[src/rtl/coin_start_pkg.sv]
// Shared types and constants for the coin/start pulse sequencer.
// Holds the FSM state encoding, player-select encoding and counter width.
package coin_start_pkg;

    localparam int CNT_W = 8;

    typedef enum logic [2:0] {
        ST_IDLE  = 3'd0,
        ST_COIN  = 3'd1,
        ST_GAP   = 3'd2,
        ST_START = 3'd3,
        ST_COOL  = 3'd4
    } state_e;

    typedef enum logic {
        SEL_P1 = 1'b0,
        SEL_P2 = 1'b1
    } sel_e;

    // A phase ends on the tick seen while the counter still reads 1.
    function automatic logic last_frame(input logic [CNT_W-1:0] cnt);
        return (cnt <= CNT_W'(1));
    endfunction

endpackage

[src/rtl/coin_start_seq_rise_edge.sv]
// Registered rising-edge detector: flags the cycle where the input goes 0 -> 1.
// The history flop clears on reset, so a level held through reset yields one edge.
module rise_edge (
    input  logic clk,
    input  logic rst,
    input  logic d,
    output logic rise
);

    logic lvl_d;
    logic lvl_q;

    always_comb begin
        lvl_d = d;
    end

    always_ff @(posedge clk or posedge rst) begin
        if (rst) begin
            lvl_q <= 1'b0;
        end else begin
            lvl_q <= lvl_d;
        end
    end

    assign rise = d & ~lvl_q;

endmodule

[src/rtl/coin_start_seq.sv]
// Turns player start requests into a timed coin pulse followed by a start pulse,
// with all phase lengths counted in video frames (vblank rising edges).
module coin_start_seq
    import coin_start_pkg::*;
#(
    parameter int COIN_FRAMES  = 4,
    parameter int GAP_FRAMES   = 8,
    parameter int START_FRAMES = 4,
    parameter int COOL_FRAMES  = 2
) (
    input  logic CLK,
    input  logic RESET,
    input  logic I_VBLANK,
    input  logic I_START1,
    input  logic I_START2,
    output logic O_COIN,
    output logic O_START1,
    output logic O_START2,
    output logic O_BUSY
);

    localparam logic [CNT_W-1:0] COIN_LD  = CNT_W'(COIN_FRAMES);
    localparam logic [CNT_W-1:0] GAP_LD   = CNT_W'(GAP_FRAMES);
    localparam logic [CNT_W-1:0] START_LD = CNT_W'(START_FRAMES);
    localparam logic [CNT_W-1:0] COOL_LD  = CNT_W'(COOL_FRAMES);

    logic tick;
    logic rise1;
    logic rise2;

    rise_edge u_vblank_edge (
        .clk  (CLK),
        .rst  (RESET),
        .d    (I_VBLANK),
        .rise (tick)
    );

    rise_edge u_start1_edge (
        .clk  (CLK),
        .rst  (RESET),
        .d    (I_START1),
        .rise (rise1)
    );

    rise_edge u_start2_edge (
        .clk  (CLK),
        .rst  (RESET),
        .d    (I_START2),
        .rise (rise2)
    );

    state_e           state_d, state_q;
    logic [CNT_W-1:0] cnt_d, cnt_q;
    sel_e             sel_d, sel_q;
    logic             pend1_d, pend1_q;
    logic             pend2_d, pend2_q;
    logic             o_coin_d, o_coin_q;
    logic             o_start1_d, o_start1_q;
    logic             o_start2_d, o_start2_q;
    logic             o_busy_d, o_busy_q;

    always_comb begin
        state_d = state_q;
        cnt_d   = cnt_q;
        sel_d   = sel_q;
        // Pending bits are sticky; a repeat edge on an already-set bit is a no-op.
        pend1_d = pend1_q | rise1;
        pend2_d = pend2_q | rise2;

        case (state_q)
            ST_IDLE: begin
                if (pend1_q || pend2_q) begin
                    state_d = ST_COIN;
                    cnt_d   = COIN_LD;
                    if (pend1_q) begin
                        sel_d   = SEL_P1;
                        pend1_d = 1'b0;
                    end else begin
                        sel_d   = SEL_P2;
                        pend2_d = 1'b0;
                    end
                end
            end
            ST_COIN: begin
                if (tick) begin
                    if (last_frame(cnt_q)) begin
                        state_d = ST_GAP;
                        cnt_d   = GAP_LD;
                    end else begin
                        cnt_d = cnt_q - CNT_W'(1);
                    end
                end
            end
            ST_GAP: begin
                if (tick) begin
                    if (last_frame(cnt_q)) begin
                        state_d = ST_START;
                        cnt_d   = START_LD;
                    end else begin
                        cnt_d = cnt_q - CNT_W'(1);
                    end
                end
            end
            ST_START: begin
                if (tick) begin
                    if (last_frame(cnt_q)) begin
                        state_d = ST_COOL;
                        cnt_d   = COOL_LD;
                    end else begin
                        cnt_d = cnt_q - CNT_W'(1);
                    end
                end
            end
            ST_COOL: begin
                if (tick) begin
                    if (last_frame(cnt_q)) begin
                        state_d = ST_IDLE;
                        cnt_d   = '0;
                    end else begin
                        cnt_d = cnt_q - CNT_W'(1);
                    end
                end
            end
            default: begin
                state_d = ST_IDLE;
                cnt_d   = '0;
            end
        endcase

        // Outputs are decoded from the next state so the registered copy lines up with it.
        o_coin_d   = (state_d == ST_COIN);
        o_start1_d = (state_d == ST_START) && (sel_d == SEL_P1);
        o_start2_d = (state_d == ST_START) && (sel_d == SEL_P2);
        o_busy_d   = (state_d != ST_IDLE);
    end

    always_ff @(posedge CLK or posedge RESET) begin
        if (RESET) begin
            state_q    <= ST_IDLE;
            cnt_q      <= '0;
            sel_q      <= SEL_P1;
            pend1_q    <= 1'b0;
            pend2_q    <= 1'b0;
            o_coin_q   <= 1'b0;
            o_start1_q <= 1'b0;
            o_start2_q <= 1'b0;
            o_busy_q   <= 1'b0;
        end else begin
            state_q    <= state_d;
            cnt_q      <= cnt_d;
            sel_q      <= sel_d;
            pend1_q    <= pend1_d;
            pend2_q    <= pend2_d;
            o_coin_q   <= o_coin_d;
            o_start1_q <= o_start1_d;
            o_start2_q <= o_start2_d;
            o_busy_q   <= o_busy_d;
        end
    end

    assign O_COIN   = o_coin_q;
    assign O_START1 = o_start1_q;
    assign O_START2 = o_start2_q;
    assign O_BUSY   = o_busy_q;

endmodule

[config.mk]
export PLATFORM = sky130hd
export DESIGN_NAME = coin_start_seq
export DESIGN_NICKNAME = d
export VERILOG_FILES = /design/src/rtl/coin_start_pkg.sv /design/src/rtl/coin_start_seq_rise_edge.sv /design/src/rtl/coin_start_seq.sv
export SDC_FILE = /design/constraint.sdc
export NUM_CORES = 1
export LEC_CHECK = 0
export ABC_AREA = 1
export ABC_CLOCK_PERIOD_IN_PS = 1700
export CAP_MARGIN = 5
export CELL_PAD_IN_SITES_DETAIL_PLACEMENT = 1
export CELL_PAD_IN_SITES_GLOBAL_PLACEMENT = 1
export CORE_UTILIZATION = 35
export DETAILED_ROUTE_END_ITERATION = 12
export GPL_ROUTABILITY_DRIVEN = 0
export GPL_TIMING_DRIVEN = 0
export PLACE_DENSITY = 0.72
export SYNTH_ARGS = -nofsm -noshare
export SYNTH_HDL_FRONTEND = slang
export SYNTH_HIERARCHICAL = 1
export SYNTH_SLANG_ARGS = --single-unit
[constraint.sdc]
create_clock -name CLK -period 1.7 [get_ports CLK]
set_input_delay 0.255 -clock CLK [delete_from_list [all_inputs] [get_ports CLK]]
set_output_delay 0.255 -clock CLK [all_outputs]
set_load 0.02 [all_outputs]
* Yosys cells after proc, flatten, opt, wreduce, memory -nomap -nowiden
Index checks and enable logic that the tools add are counted.
** Storage, ports and cells
- Register bits after elaboration :: 21
- Logic and storage cells :: 69
** Operators by class
- Add/subtract/negate cells :: 1
- Order comparisons :: 1
- Equal/unequal tests :: 11
- Mux-type cells :: 29
- Bitwise operators :: 9
- Reduce and logical (&&, ||, !) cells :: 6
** Operator list (count)
- 2-to-1 mux 8 bit :: 9
- one-hot mux 8 bit (5 select lines) :: 1
- 2-to-1 mux 3 bit :: 9
- one-hot mux 3 bit (5 select lines) :: 1
- inequality test 2 bit (second input constant) :: 5
- equality test 3 x 2 -> 1 bit (second input constant) :: 3
- 2-to-1 mux 1 bit :: 9
- less-or-equal comparator 8 x 1 -> 1 bit (second input constant) :: 1
- subtractor 8 x 1 -> 8 bit (second input constant) :: 1
- equality test 3 x 1 -> 1 bit (second input constant) :: 2
- AND reduction 5 bit :: 1
- inverter 1 bit :: 4
- bitwise AND 1 bit :: 3
- equality test 3 bit (second input constant) :: 1
- logical NOT 3 bit :: 1
- nonzero test 3 bit :: 1
- logical AND 1 bit :: 2
- bitwise OR 1 bit :: 2
- logical OR 1 bit :: 1

* Logic depth before layout (Yosys ltp)
Gate-level depths: netlist (run 1).
- Depth in word-level cells :: 6
- Depth in mapped cells :: 11
- Mapped depth without buffers :: 11

* By module
Netlist (run 1), hierarchy kept.
** Modules (own cells, without submodules)
- coin_start_seq :: times used 1, cells each 147, area an instance 1113.6 um2
- rise_edge :: times used 3, cells each 4, area an instance 38.8 um2

* Least setup slack after synthesis (run 1)
OpenSTA, ideal clock, no wires.
- Path type :: register to register
- Start :: reg cnt_q[0]
- End :: reg o_busy_q (netlist: O_BUSY)
- Library setup time :: 0.133 ns
- Data arrival time :: 1.207 ns
- Path slack :: 0.360 ns
- Cell stages (with the launch flop) :: 8
- Path buffers :: 0
- Cell sequence :: dfrtp_1 -> inv_1 -> ha_1 -> o21ai_0 -> nor2_2 -> nand3_1 -> nand3_2 -> nand4_1
** Between the ends
- Longest elaborated chain between the ends :: 5
** Ends and longest elaborated chain
- from (decl) :: line coin_start_seq.sv:53 : logic [CNT_W-1:0] cnt_d, cnt_q;
- from (signal assigned) :: line coin_start_seq.sv:150 : cnt_q <= cnt_d;
- less-or-equal comparator 8 x 1 -> 1 bit (*) :: line coin_start_pkg.sv:22 : return (cnt <= CNT_W'(1));
- 2-to-1 mux 3 bit (on tied branches) (2 in a row)
- one-hot mux 3 bit (5 select lines) (*) :: line coin_start_seq.sv:70 : case (state_q)
- nonzero test 3 bit (*) :: line coin_start_seq.sv:134 : o_busy_d = (state_d != ST_IDLE);
- named net o_busy_d :: line coin_start_seq.sv:60 : logic o_busy_d, o_busy_q;
- to (signal assigned) :: line coin_start_seq.sv:157 : o_busy_q <= o_busy_d;
- to (decl) :: line coin_start_seq.sv:60
Mark *: on every way through the listed nets, which the timed path passes. The rest lies on a longest branch.
A chain may end at the register's enable or synchronous reset.

* Final worst setup path (run 1)
Same ends and word-level chain as after synthesis.

==> results of run 1 <==
-- cells by family after synthesis --
family	count (synthesis)
fa+ha+maj	2
xor+xnor	1
flops	21
buf+inv	36
simple gates	87
compound gates	12
-- critical path: cells and delay by family, from the launching register on --
kind            cells  cell delay [ps]
compound gates      1              110
fa+ha+maj           1              160
buf+inv             1              110
flops               1              410
simple gates        4              630
-- metrics by stage --
stage / TNS [ps] / cells / hold slack [ps] / worst slack [ps]
finish: 0 / 217 / 149.0 / 169.3
global route: 0 / 217 / 143.8 / 1.199
CTS: 0 / 217 / 136.5 / 58.63
detailed placement: -11.29 / 213 / 484.2 / -10.00
global placement: 0 / 213 / 478.1 / 18.78
floorplan: 0 / 159 / -16.29 / 360.0
-- layout by cell type, fill, tap and decap left out, drive strengths merged --
cell	n
clkbuf	3
clkinv	1
nor3	3
a31oi	1
nor2	25
xor2	1
inv	35
dfrtp	21
ha	2
nand3	13
nand4	5
a21oi	2
nand2	41
o21ai	9
clkdlybuf4s50	8
buf	1
-- what timing repair did --
item	in CTS	in global routing
setup endpoints to repair	0	7
endpoints found under the hold margin	0	0
setup buffers	0	0
gates resized for setup	0	5
-- flip-flops by register name, indices dropped and copies added, names as in the netlist --
register,flops
u_start1_edge/lvl_q,1
O_START1,1
sel_q,1
state_q,3
pend1_q,1
O_START2,1
pend2_q,1
cnt_q,8
u_vblank_edge/lvl_q,1
O_COIN,1
O_BUSY,1
u_start2_edge/lvl_q,1
-- layer usage --
metal / up-vias / wire length, um
met2: 5 / 1309
met3: 2 / 27
met5: - / 0
met4: 0 / 15
met1: 494 / 1242
li1: 511 / -
-- where the power goes --
part | leakage, nW | total (mW) | internal (mW) | switching [mW]
clock | 0.0177 | 0.243 | 0.0877 | 0.155
combinational | 0.464 | 0.342 | 0.134 | 0.208
sequential | 0.243 | 0.625 | 0.565 | 0.0601
-- final cells by class --
| class | instances | area, um2 | share of cell area, % |
|---|---|---|---|
| Multi-Input combinational cell | 102 | 570.5 | 40.46 |
| Sequential cell | 21 | 525.5 | 37.27 |
| Inverter | 35 | 133.9 | 9.494 |
| Timing Repair Buffer | 8 | 80.08 | 5.679 |
| Tap cell | 46 | 57.56 | 4.082 |
| Clock buffer | 3 | 22.52 | 1.597 |
| Buffer | 1 | 15.01 | 1.065 |
| Clock inverter | 1 | 5.005 | 0.3549 |
-- how the worst min path moves through the flow --
| stage | start | to | slack, ps |
|---|---|---|---|
| floorplan | RESET | u_start1_edge/lvl_q$_DFF_PP0_ | -20 |
| global placement | RESET | u_start1_edge/lvl_q$_DFF_PP0_ | 480 |
| detailed placement | RESET | u_vblank_edge/lvl_q$_DFF_PP0_ | 480 |
| CTS | RESET | u_vblank_edge/lvl_q$_DFF_PP0_ | 140 |
| global route | RESET | u_vblank_edge/lvl_q$_DFF_PP0_ | 140 |
| finish | RESET | u_vblank_edge/lvl_q$_DFF_PP0_ | 150 |
==> flow_metrics.py, run 1 <==
metrics = {
    "global_route": {
        "grt_util_all_layers_pct": 16.74,
        "use_met1_pct": 22.24,
        "grtUsageMet2_pct": 27.80,
        "grt.overflow.total": 0,
        "grt_max_degree": 19,
        "grt_pass1_wl_mm": 4.588,
        "top_usage_layer": "met2",
        "antenna_found_initial": 0,
        "grt_pass1_vias": 1033,
        "grt.met3_usage_pct": 2.521,
    },
    "final_layout": {
        "syn_to_final_growth_pct": 14.65,
        "post-route-cell-area_um2": 1410,
        "finalNetCount": 179,
        "diodes": 0,
        "nFillCells": 436,
        "post-route-util_pct": 41.93,
        "drive_gt1_share_pct": 19.88,
    },
    "yosys": {
        "synth_flop_cell": "dfrtp_1",
        "seq_area_frac_synth_pct": 42.73,
        "syn_area_um2": 1230,
        "synth_cell_types": 24,
        "ys_top_cells_by_count": "nand2_1 (36), inv_1 (29), dfrtp_1 (21), nor2_1 (19), nand3_1 (8)",
        "async_flop_share_pct": 100.0,
        "yosysMostFrequentCell": "nand2_1",
        "synthCells": 159,
        "synth_compound_area_share_pct": 5.900,
        "synthAdderAreaFrac_pct": 2.035,
        "yosys_warnings": 6,
        "synth-xor-area-share_pct": 0.7121,
        "synth_top_cell_area_share_pct": 42.73,
        "synthSimpleGateAreaFrac_pct": 36.52,
        "synth.avg_cell_area_um2": 7.735,
        "syn-num-nets": 166,
        "yosysTopAreaCell": "dfrtp_1",
        "synth-edff-count": 0,
        "ys_ff_latch": 21,
        "synthTopCellsByArea": "dfrtp_1 (43%), nand2_1 (11%), inv_1 (8.9%)",
        "synthMuxAreaShare_pct": 0,
        "synth_top_family_by_area": "simple AND/OR/NAND/NOR gates",
    },
    "worst_setup_path": {
        "cp.required_ps": 1890,
        "crit_slowest_cell": "dfrtp_1",
        "critPathCapture": "O_BUSY$_DFF_PP0_",
        "worstPathMaxFanout": 5,
        "critical_path.reg2reg.startpoint": "cnt_q[0]$_DFFE_PP0P_",
        "start_kind": "flip-flop",
        "end_kind": "flip-flop",
        "cp-startpoint": "cnt_q[0]$_DFFE_PP0P_",
        "slowest_delay_ps": 410,
        "rr_worst_depth": 7,
        "crit_type": "reg -> reg",
        "crit_arrival_ps": 1720,
        "r2r-end": "O_BUSY$_DFF_PP0_",
        "worstPathCellList": "inv_2 > ha_4 > o21ai_0 > nor2_2 > nand3_1 > nand3_2 > nand4_1",
        "r2r_setup_slack_ps": 170,
    },
    "detailed_routing": {
        "drc": 0,
        "ant_nets": 0,
        "first_iter_violations": 22,
        "wl_per_cell_um": 11.95,
        "vias": 1012,
        "vias_per_cell": 4.664,
        "wirelength_mm": 2.594,
        "dr.pass1.iters": 2,
    },
    "floorplanning": {
        "die_w_um": 61.28,
        "die_area_um2": 3755,
        "fp-row-count": 21,
        "ioPinCount": 9,
        "fp.dieH_um": 61.28,
        "core_area_um2": 3363,
        "start_util_pct": 36.57,
    },
    "power_and_ir_drop": {
        "power.leakage_nw": 0.7245,
        "p_per_area_nw_per_um2": 858.3,
        "ir_drop_mv": 0.5716,
        "power_mw": 1.210,
    },
    "sta": {
        "hold_violations": 0,
        "fmax_mhz": 653.3,
        "rsz0062_at_grt": "no",
        "clock_skew_ps": 2.307,
        "setup_viol": 0,
        "max-slew-margin-rel_pct": 50.78,
        "min_period_ps": 1531,
        "worstMarginPinSlew_ps": 737.5,
        "fin_crit_sh_pct": 90.04,
        "finalMaxSlewViolations": 0,
    },
    "clock_network": {
        "clock_path_buffers": 2,
        "cts_tree": "done",
        "htree_levels": 1,
        "insertion_delay_ps": 300,
        "cts.sinks": 21,
        "cts_made_buffers": 3,
        "clk_pin_slew_ps": 120,
        "cts-hold-fix-buffers": 0,
        "cts_root_buffer": "clkbuf_4",
    },
    "status": {
        "status": "finished, final reports clean",
    },
    "placed_design": {
        "place_area_um2": 1368,
        "io_buffer_count": 8,
        "dp_hpwl_mm": 2.038,
    },
    "job": {
        "drv_cap": 0,
    },
    "min_path": {
        "hold_path_class": "in -> async",
    },
}
Note: power is estimated with default switching activity, not from simulation.
==> run 2, diff against run 1 <==
--- a/config.mk
+++ b/config.mk
@@ -10,11 +10,11 @@
 export CAP_MARGIN = 5
 export CELL_PAD_IN_SITES_DETAIL_PLACEMENT = 1
 export CELL_PAD_IN_SITES_GLOBAL_PLACEMENT = 1
-export CORE_UTILIZATION = 35
+export CORE_UTILIZATION = 42
 export DETAILED_ROUTE_END_ITERATION = 12
 export GPL_ROUTABILITY_DRIVEN = 0
 export GPL_TIMING_DRIVEN = 0
-export PLACE_DENSITY = 0.72
+export PLACE_DENSITY = 0.83
 export SYNTH_ARGS = -nofsm -noshare
 export SYNTH_HDL_FRONTEND = slang
 export SYNTH_HIERARCHICAL = 1
==> run 2 against run 1 <==
Net effect:
- count of clock-buffer cells in the layout increased by 1
- wire length grew 9.8%
- clock skew is 7.9 ps higher
- power grew 3.7%
- hold slack gained 23 ps
- largest cell class unchanged
- highest routed layer unchanged
==> flow_metrics.py, run 2 (synthesis results as in run 1) <==
metrics = {
    "status": {
        "status": "finished, final reports clean",
    },
    "clock_network": {
        "clk_pin_slew_ps": 110,
        "clock_path_buffers": 2,
        "cts_tree": "done",
        "cts_root_buffer": "clkbuf_4",
        "insertion_delay_ps": 310,
        "cts_made_buffers": 3,
        "htree_levels": 1,
        "cts.sinks": 21,
    },
    "global_route": {
        "grt_pass1_vias": 1077,
        "grt_max_degree": 19,
        "grt.overflow.total": 0,
        "grt_pass1_wl_mm": 4.774,
        "antenna_found_initial": 0,
        "grt_util_all_layers_pct": 19.57,
    },
    "placed_design": {
        "place_area_um2": 1349,
        "dp_hpwl_mm": 2.137,
        "io_buffer_count": 8,
        "dp_cells": 198,
    },
    "worst_setup_path": {
        "r2r_setup_slack_ps": 150,
        "end_kind": "flip-flop",
        "worstPathMaxFanout": 4,
        "critical_path.reg2reg.startpoint": "cnt_q[0]$_DFFE_PP0P_",
        "r2r-end": "state_q[1]$_DFF_PP0_",
        "start_kind": "flip-flop",
        "crit_arrival_ps": 1800,
        "crit_type": "reg -> reg",
        "cp.required_ps": 1960,
        "rr_worst_depth": 8,
    },
    "sta": {
        "setup_viol": 0,
        "fmax_mhz": 645.9,
        "worstMarginPinSlew_ps": 722.7,
        "max-slew-margin-rel_pct": 51.77,
        "tns_ps": 0,
        "finalMaxSlewViolations": 0,
        "rsz0062_at_grt": "no",
        "hold_violations": 0,
        "min_period_ps": 1548,
        "clock_skew_ps": 10.19,
        "fin_crit_sh_pct": 91.07,
    },
    "power_and_ir_drop": {
        "ir_drop_mv": 0.6154,
        "power.leakage_nw": 0.7319,
        "power_mw": 1.255,
        "p_per_area_nw_per_um2": 883.9,
    },
    "detailed_routing": {
        "wl_per_cell_um": 13.97,
        "dr.pass1.iters": 4,
        "wirelength_mm": 2.849,
        "drc": 0,
        "vias_per_cell": 5.162,
        "ant_nets": 0,
        "vias": 1053,
        "first_iter_violations": 13,
    },
    "floorplanning": {
        "die_area_um2": 3149,
        "start_util_pct": 44.60,
        "core_area_um2": 2758,
        "ioPinCount": 9,
        "fp.dieH_um": 56.12,
        "die_w_um": 56.12,
        "fp-row-count": 19,
    },
    "final_layout": {
        "post-route-cell-area_um2": 1420,
        "finalNonFillerCells": 204,
        "layout_common_cells": "nand2_1 (34), inv_1 (27), dfrtp_1 (21), nor2_1 (19), clkdlybuf4s50_1 (8)",
        "largest_reg_flops": 8,
        "layout_commonest_cell": "nand2_1",
        "diodes": 0,
        "finalNetCount": 181,
        "post-route-util_pct": 51.50,
        "drive_gt1_share_pct": 21.39,
        "syn_to_final_growth_pct": 15.46,
        "largest_register": "cnt_q",
        "reg_top3": "cnt_q: 8 flops, state_q: 3 flops",
    },
    "min_path": {
        "hold_path_class": "in -> async",
    },
    "job": {
        "drv_cap": 0,
    },
}
-- run 2: changes by cell type in the layout (fill, tap and decap cells not counted), sizes merged --
| cell | before | now |
|---|---|---|
| clkinv | 1 | 0 |
| clkbuf | 3 | 4 |
| buf | 1 | 3 |
-- run 2: area by class of cell --
class	instances	area [um2]
multi-input combinational	102	585.6
fill	356	1338
clock buffer	4	26.28
timing repair buffer	10	95.09
tap	31	38.79
sequential	21	525.5
inverter	35	133.9
buffer	1	15.01
-- run 2: metal layers --
layer	vias to the layer above	routed length [um]	global-route usage, %
met1	516	1297	24.22
met4	0	46	6.272
li1	518	-	-
met2	14	1436	34.86
met3	5	69	2.791
met5	-	0	0
-- run 2: repair_timing --
action | in CTS | in global routing
setup endpoints to repair | 0 | 7
hold buffers | 0 | 0
buffers inserted | 0 | 2
gates resized for setup | 0 | 8
-- run 2: stage by stage --
step | hold slack, ps | setup WS [ps]
finish | 171.7 | 151.9
global route | 171.8 | 11.10
CTS | 166.5 | 23.92
detailed placement | 505.5 | -55.62
global placement | 485.6 | 29.30
floorplan | -16.29 | 360.0
-- run 2: how the worst max path moves through the flow --
stage	start	to	slack (ps)
CTS	cnt_q[0]$_DFFE_PP0P_	O_BUSY$_DFF_PP0_	20
global route	cnt_q[4]$_DFFE_PP0P_	cnt_q[2]$_DFFE_PP0P_	10
finish	cnt_q[0]$_DFFE_PP0P_	state_q[1]$_DFF_PP0_	150
global placement	I_VBLANK	cnt_q[5]$_DFFE_PP0P_	30
detailed placement	I_VBLANK	cnt_q[5]$_DFFE_PP0P_	-60
floorplan	cnt_q[0]$_DFFE_PP0P_	O_BUSY$_DFF_PP0_	360
-- run 2: worst max-delay path, stage by stage (launching register included) --
cell     delay, ps
dfrtp_1        410
inv_2          110
ha_4           160
o21ai_0        100
nor2_2         260
nand4_1        220
nand2_1        120
o21ai_1         70
inv_1           50
-- run 2: where the power goes --
part           internal [mW]  switching (mW)  leakage [nW]  total [mW]
logic                  0.154           0.231         0.474       0.384
registers              0.565          0.0587         0.243       0.623
clock network         0.0917           0.156        0.0150       0.247
total                  0.810           0.445         0.732        1.26
==> edit 1, RTL diff (config.mk and constraints of run 1) <==
Set the package constant `CNT_W` to 10 (it was 8).
--- a/src/rtl/coin_start_pkg.sv
+++ b/src/rtl/coin_start_pkg.sv
@@ -4,3 +4,3 @@
 
-    localparam int CNT_W = 8;
+    localparam int CNT_W = 10;
 
Behaviour: no difference found for any inputs over 10 cycles, from zero or initial values and one cycle with RESET high; that may be too few to reach the edited logic, so the function may still have changed.
==> edit 1 against run 1 <==
Critical path depth grew 1; clock skew hardly changed; synthesized area rose by 8.7%; sequential cell count increased by 2; wire length is 18% higher; setup slack lost 0.12 ns; worst hold slack better by 0.029 ns; cell area is 11% higher; die area increased by 8.5%; non-clock buffer count up 1; first-iteration DRC count is 59% higher.
Power is not compared: it rests on default switching activity, and its combinational part moved more than twofold at a synthesized area within 25%.
==> edit 1: results <==
metrics = {
    "status": {
        "outcome": "complete, no violations",
    },
    "place": {
        "place_area_mm2": 0.00148,
        "post-place-ws_ns": -0.208,
        "dp_hpwl_um": 2250,
        "dp.cells": 232,
    },
    "sta": {
        "hold_slack_ns": 0.178,
        "skew_ns": 0.00237,
        "max_freq_mhz": 606,
        "tightest_slew_ns": 0.829,
    },
    "yosys": {
        "synth_xor_area_share_pct": 1.31,
        "synth.yosys.seq_area_share_pct": 43.0,
        "syn_avg_cell_area_um2": 7.60,
        "synth_fa_ha_area_share_pct": 1.87,
        "synthTopCellsByCount": "41 x nand2_1, 34 x inv_1, 23 x dfrtp_1, 18 x nor2_1, 12 x nand3_1",
        "synth_compound_area_share_pct": 6.45,
    },
    "setup_path": {
        "critPathMaxStageDelay_ns": 0.47,
        "rr_worst_depth": 8,
        "worstPathArrival_ns": 1.81,
        "regToRegSetupSlack_ns": 0.05,
        "reg2reg_to": "cnt_q[4]",
        "worstPathMaxFanout": 7,
        "timing.rr.start": "state_q[0]",
    },
    "global_routing": {
        "track_usage_pct": 16.3,
        "grt_pass1_wl_um": 5230,
        "grt_max_degree": 21,
        "grt_pass1_vias": 1202,
    },
    "finish": {
        "top_regs": "cnt_q: 10 flops, state_q: 3 flops",
        "layoutNonFillerInstCount": 238,
        "drive_gt1_share_pct": 18.9,
    },
    "detailed_routing": {
        "first_pass_iters": 4,
        "wl_per_cell_um": 12.9,
        "via_count": 1145,
        "drt-initial-drc-count": 35,
    },
    "clock_tree": {
        "htree_levels": 1,
        "ctsResizeCount": 2,
        "insertion_delay_ns": 0.27,
        "clk_pin_slew_ns": 0.09,
        "cts-root-buf": "clkbuf_8",
    },
    "power": {
        "p_comb_uw": 1580,
    },
}
edit 1: cell types whose count changed in the layout (fill, tap and decap cells not counted), sizes merged, moves of 2 or more:
cell and delta:
nor3 +2, nor3b +2, a21oi +2, nor2 +3, dfrtp +2, xnor2 +2
nand2 +5
edit 1: routing by layer:
metal	global-route usage [%]	vias to the layer above	wire length (um)
li1	-	568	-
met1	19.4	559	1390
met2	29.8	13	1580
met3	2.32	5	65
met4	5.11	0	35
met5	0	-	0
edit 1: worst max-delay path: cells and delay by family (launching register included):
kind	cells	cell delay (ns)
buffers and inverters	2	0.13
flip-flops	1	0.47
AND/OR/NAND/NOR	5	0.74
AO/OA/AOI/OAI	1	0.20
edit 1: cell type report:
| cell class | count | area (um2) |
|---|---|---|
| multi-input cells | 117 | 658 |
| fillers | 468 | 2090 |
| flip-flops and latches | 23 | 576 |
| repair buffers | 10 | 95.1 |
| clock buffers | 3 | 41.3 |
| inverters | 36 | 135 |
| clock inverters | 1 | 5.00 |
| well taps | 48 | 60.1 |
==> edit 2, RTL diff (config.mk and constraints of run 1) <==
Without the edit above. Re-encode `state_e` (5 states) as one-hot, 5 bits wide.
--- a/src/rtl/coin_start_pkg.sv
+++ b/src/rtl/coin_start_pkg.sv
@@ -6,8 +6,8 @@
 
-    typedef enum logic [2:0] {
-        ST_IDLE  = 3'd0,
-        ST_COIN  = 3'd1,
-        ST_GAP   = 3'd2,
-        ST_START = 3'd3,
-        ST_COOL  = 3'd4
+    typedef enum logic [4:0] {
+        ST_IDLE  = 5'b00001,
+        ST_COIN  = 5'b00010,
+        ST_GAP   = 5'b00100,
+        ST_START = 5'b01000,
+        ST_COOL  = 5'b10000
     } state_e;
Behaviour: no difference found for any inputs over 10 cycles, from zero or initial values and one cycle with RESET high; not proved beyond that.
==> edit 2 against run 1 <==
Sequential cell count is 2 higher; setup slack worse by 0.062 ns; cell area is 17% higher; die area is 10% higher; clock skew is 0.0024 ns higher; wire length is 28% higher; synthesized area is 10% higher; count of clock-buffer cells in the layout stayed put; largest cell class unchanged.
Power is not compared: it rests on default switching activity, and its combinational part moved more than twofold at a synthesized area within 25%.
==> edit 2: results <==
metrics = {
    "place": {
        "dp_hpwl_um": 2570,
        "dp.cells": 232,
        "post-place-ws_ns": -0.230,
        "place_area_mm2": 0.00150,
        "io_buffers": 8,
    },
    "global_routing": {
        "grt_max_degree": 21,
        "track_usage_pct": 18.8,
        "grt_pass1_wl_um": 6000,
        "antenna_found_initial": 0,
        "grt_pass1_vias": 1296,
    },
    "finish": {
        "drive_gt1_share_pct": 22.3,
        "top_regs": "cnt_q: 8 flops, state_q: 5 flops",
        "layoutNonFillerInstCount": 245,
        "antenna_cells": 0,
        "fillCellCount": 480,
        "fin_nets": 205,
    },
    "clock_tree": {
        "clk_pin_slew_ns": 0.09,
        "cts_buffer_depth": 2,
        "cts-root-buf": "clkbuf_8",
        "htree_levels": 1,
        "cts_buffers": 3,
        "holdBufCountCts": 0,
        "post_cts_buffers": 0,
        "insertion_delay_ns": 0.27,
        "ctsResizeCount": 3,
    },
    "yosys": {
        "synth-warning-count": 6,
        "synth_nets": 183,
        "yosys_most_used_dff": "dfrtp_1",
        "syn_avg_cell_area_um2": 7.71,
        "synth_area_leaders": "dfrtp_1 41%, nand2_1 10%, inv_1 8.3%, nor2_1 5.8%, nand3_1 4.8%",
        "async_reset_ff_share_pct": 100,
        "synthTopCellsByCount": "37 x nand2_1, 30 x inv_1, 22 x dfrtp_1, 21 x nor2_1, 13 x nand3_1",
        "synth_cell_types": 24,
        "synth.yosys.seq_area_share_pct": 42.5,
    },
    "sta": {
        "hold_slack_ns": 0.205,
        "tightest_slew_ns": 0.765,
        "skew_ns": 0.00474,
        "fin_ws_ns": 0.108,
    },
    "power": {
        "pwr_density_cell_mw_per_mm2": 2190,
        "leakagePower_uw": 0.000874,
        "vdd_ir_drop_max_uv": 855,
    },
    "detailed_routing": {
        "first_pass_iters": 4,
        "avgViaCountPerCell": 4.89,
        "wl_um": 3320,
        "drt-initial-drc-count": 17,
    },
    "setup_path": {
        "critPathMaxStageDelay_ns": 0.41,
        "cp_slowest_cell": "dfrtp_1",
        "worstPathMaxFanout": 6,
        "worstPathArrival_ns": 1.75,
    },
    "hold_path": {
        "hp-class": "in2async",
    },
    "status": {
        "outcome": "complete, no violations",
    },
}
==> edit 2: critical path: cells and delay by family, from the launching register on <==
family,cells,cell delay [ns]
compound gates,1,0.17
fa+ha+maj,1,0.17
buf+inv,2,0.18
flops,1,0.41
simple gates,5,0.53
==> edit 2: kinds of logic after synthesis <==
logic type	count (synthesis)	synth area share, %
and+or+nand+nor	94	36.1
buffers and inverters	32	8.85
DFF	23	42.5
AOI/OAI and AO/OA	22	8.76
xor gates and xnor gates	3	1.94
adders and majority gates	2	1.84
==> edit 2: worst paths after layout <==
kind | end | cells past startpoint | startpoint
min in group CLK | u_vblank_edge/lvl_q | 1 | I_VBLANK
max reg2reg | O_START2 | 9 | cnt_q[0]
min reg2reg | pend1_q | 3 | u_start1_edge/lvl_q
min | u_start1_edge/lvl_q | 2 | RESET
max | O_START2 | 9 | cnt_q[0]
max in group asynchronous | cnt_q[6] | 2 | RESET
==> edit 2: metal layers <==
layer | routed length (um) | part of all wire, % | global-route usage (%) | vias up
met3 | 41 | 1.2 | 2.14 | 5
met4 | 32 | 0.96 | 5.83 | 0
met1 | 1580 | 48 | 25.0 | 587
met5 | 0 | 0 | 0 | -
met2 | 1660 | 50 | 31.8 | 10
li1 | - | - | - | 597
==> edit 2: power breakdown <==
group	switching (uW)	internal, uW	total, uW
logic	1400	942	2340
registers	190	737	927
clock network	185	166	351
total	1780	1840	3620
==> edit 2: area by class of cell <==
class | instances | area share, %
Sequential cell | 23 | 34.8
Multi-Input combinational cell | 121 | 42.3
Timing Repair Buffer | 17 | 8.91
Clock buffer | 3 | 2.49
Tap cell | 48 | 3.63
Inverter | 32 | 7.40
Clock inverter | 1 | 0.453
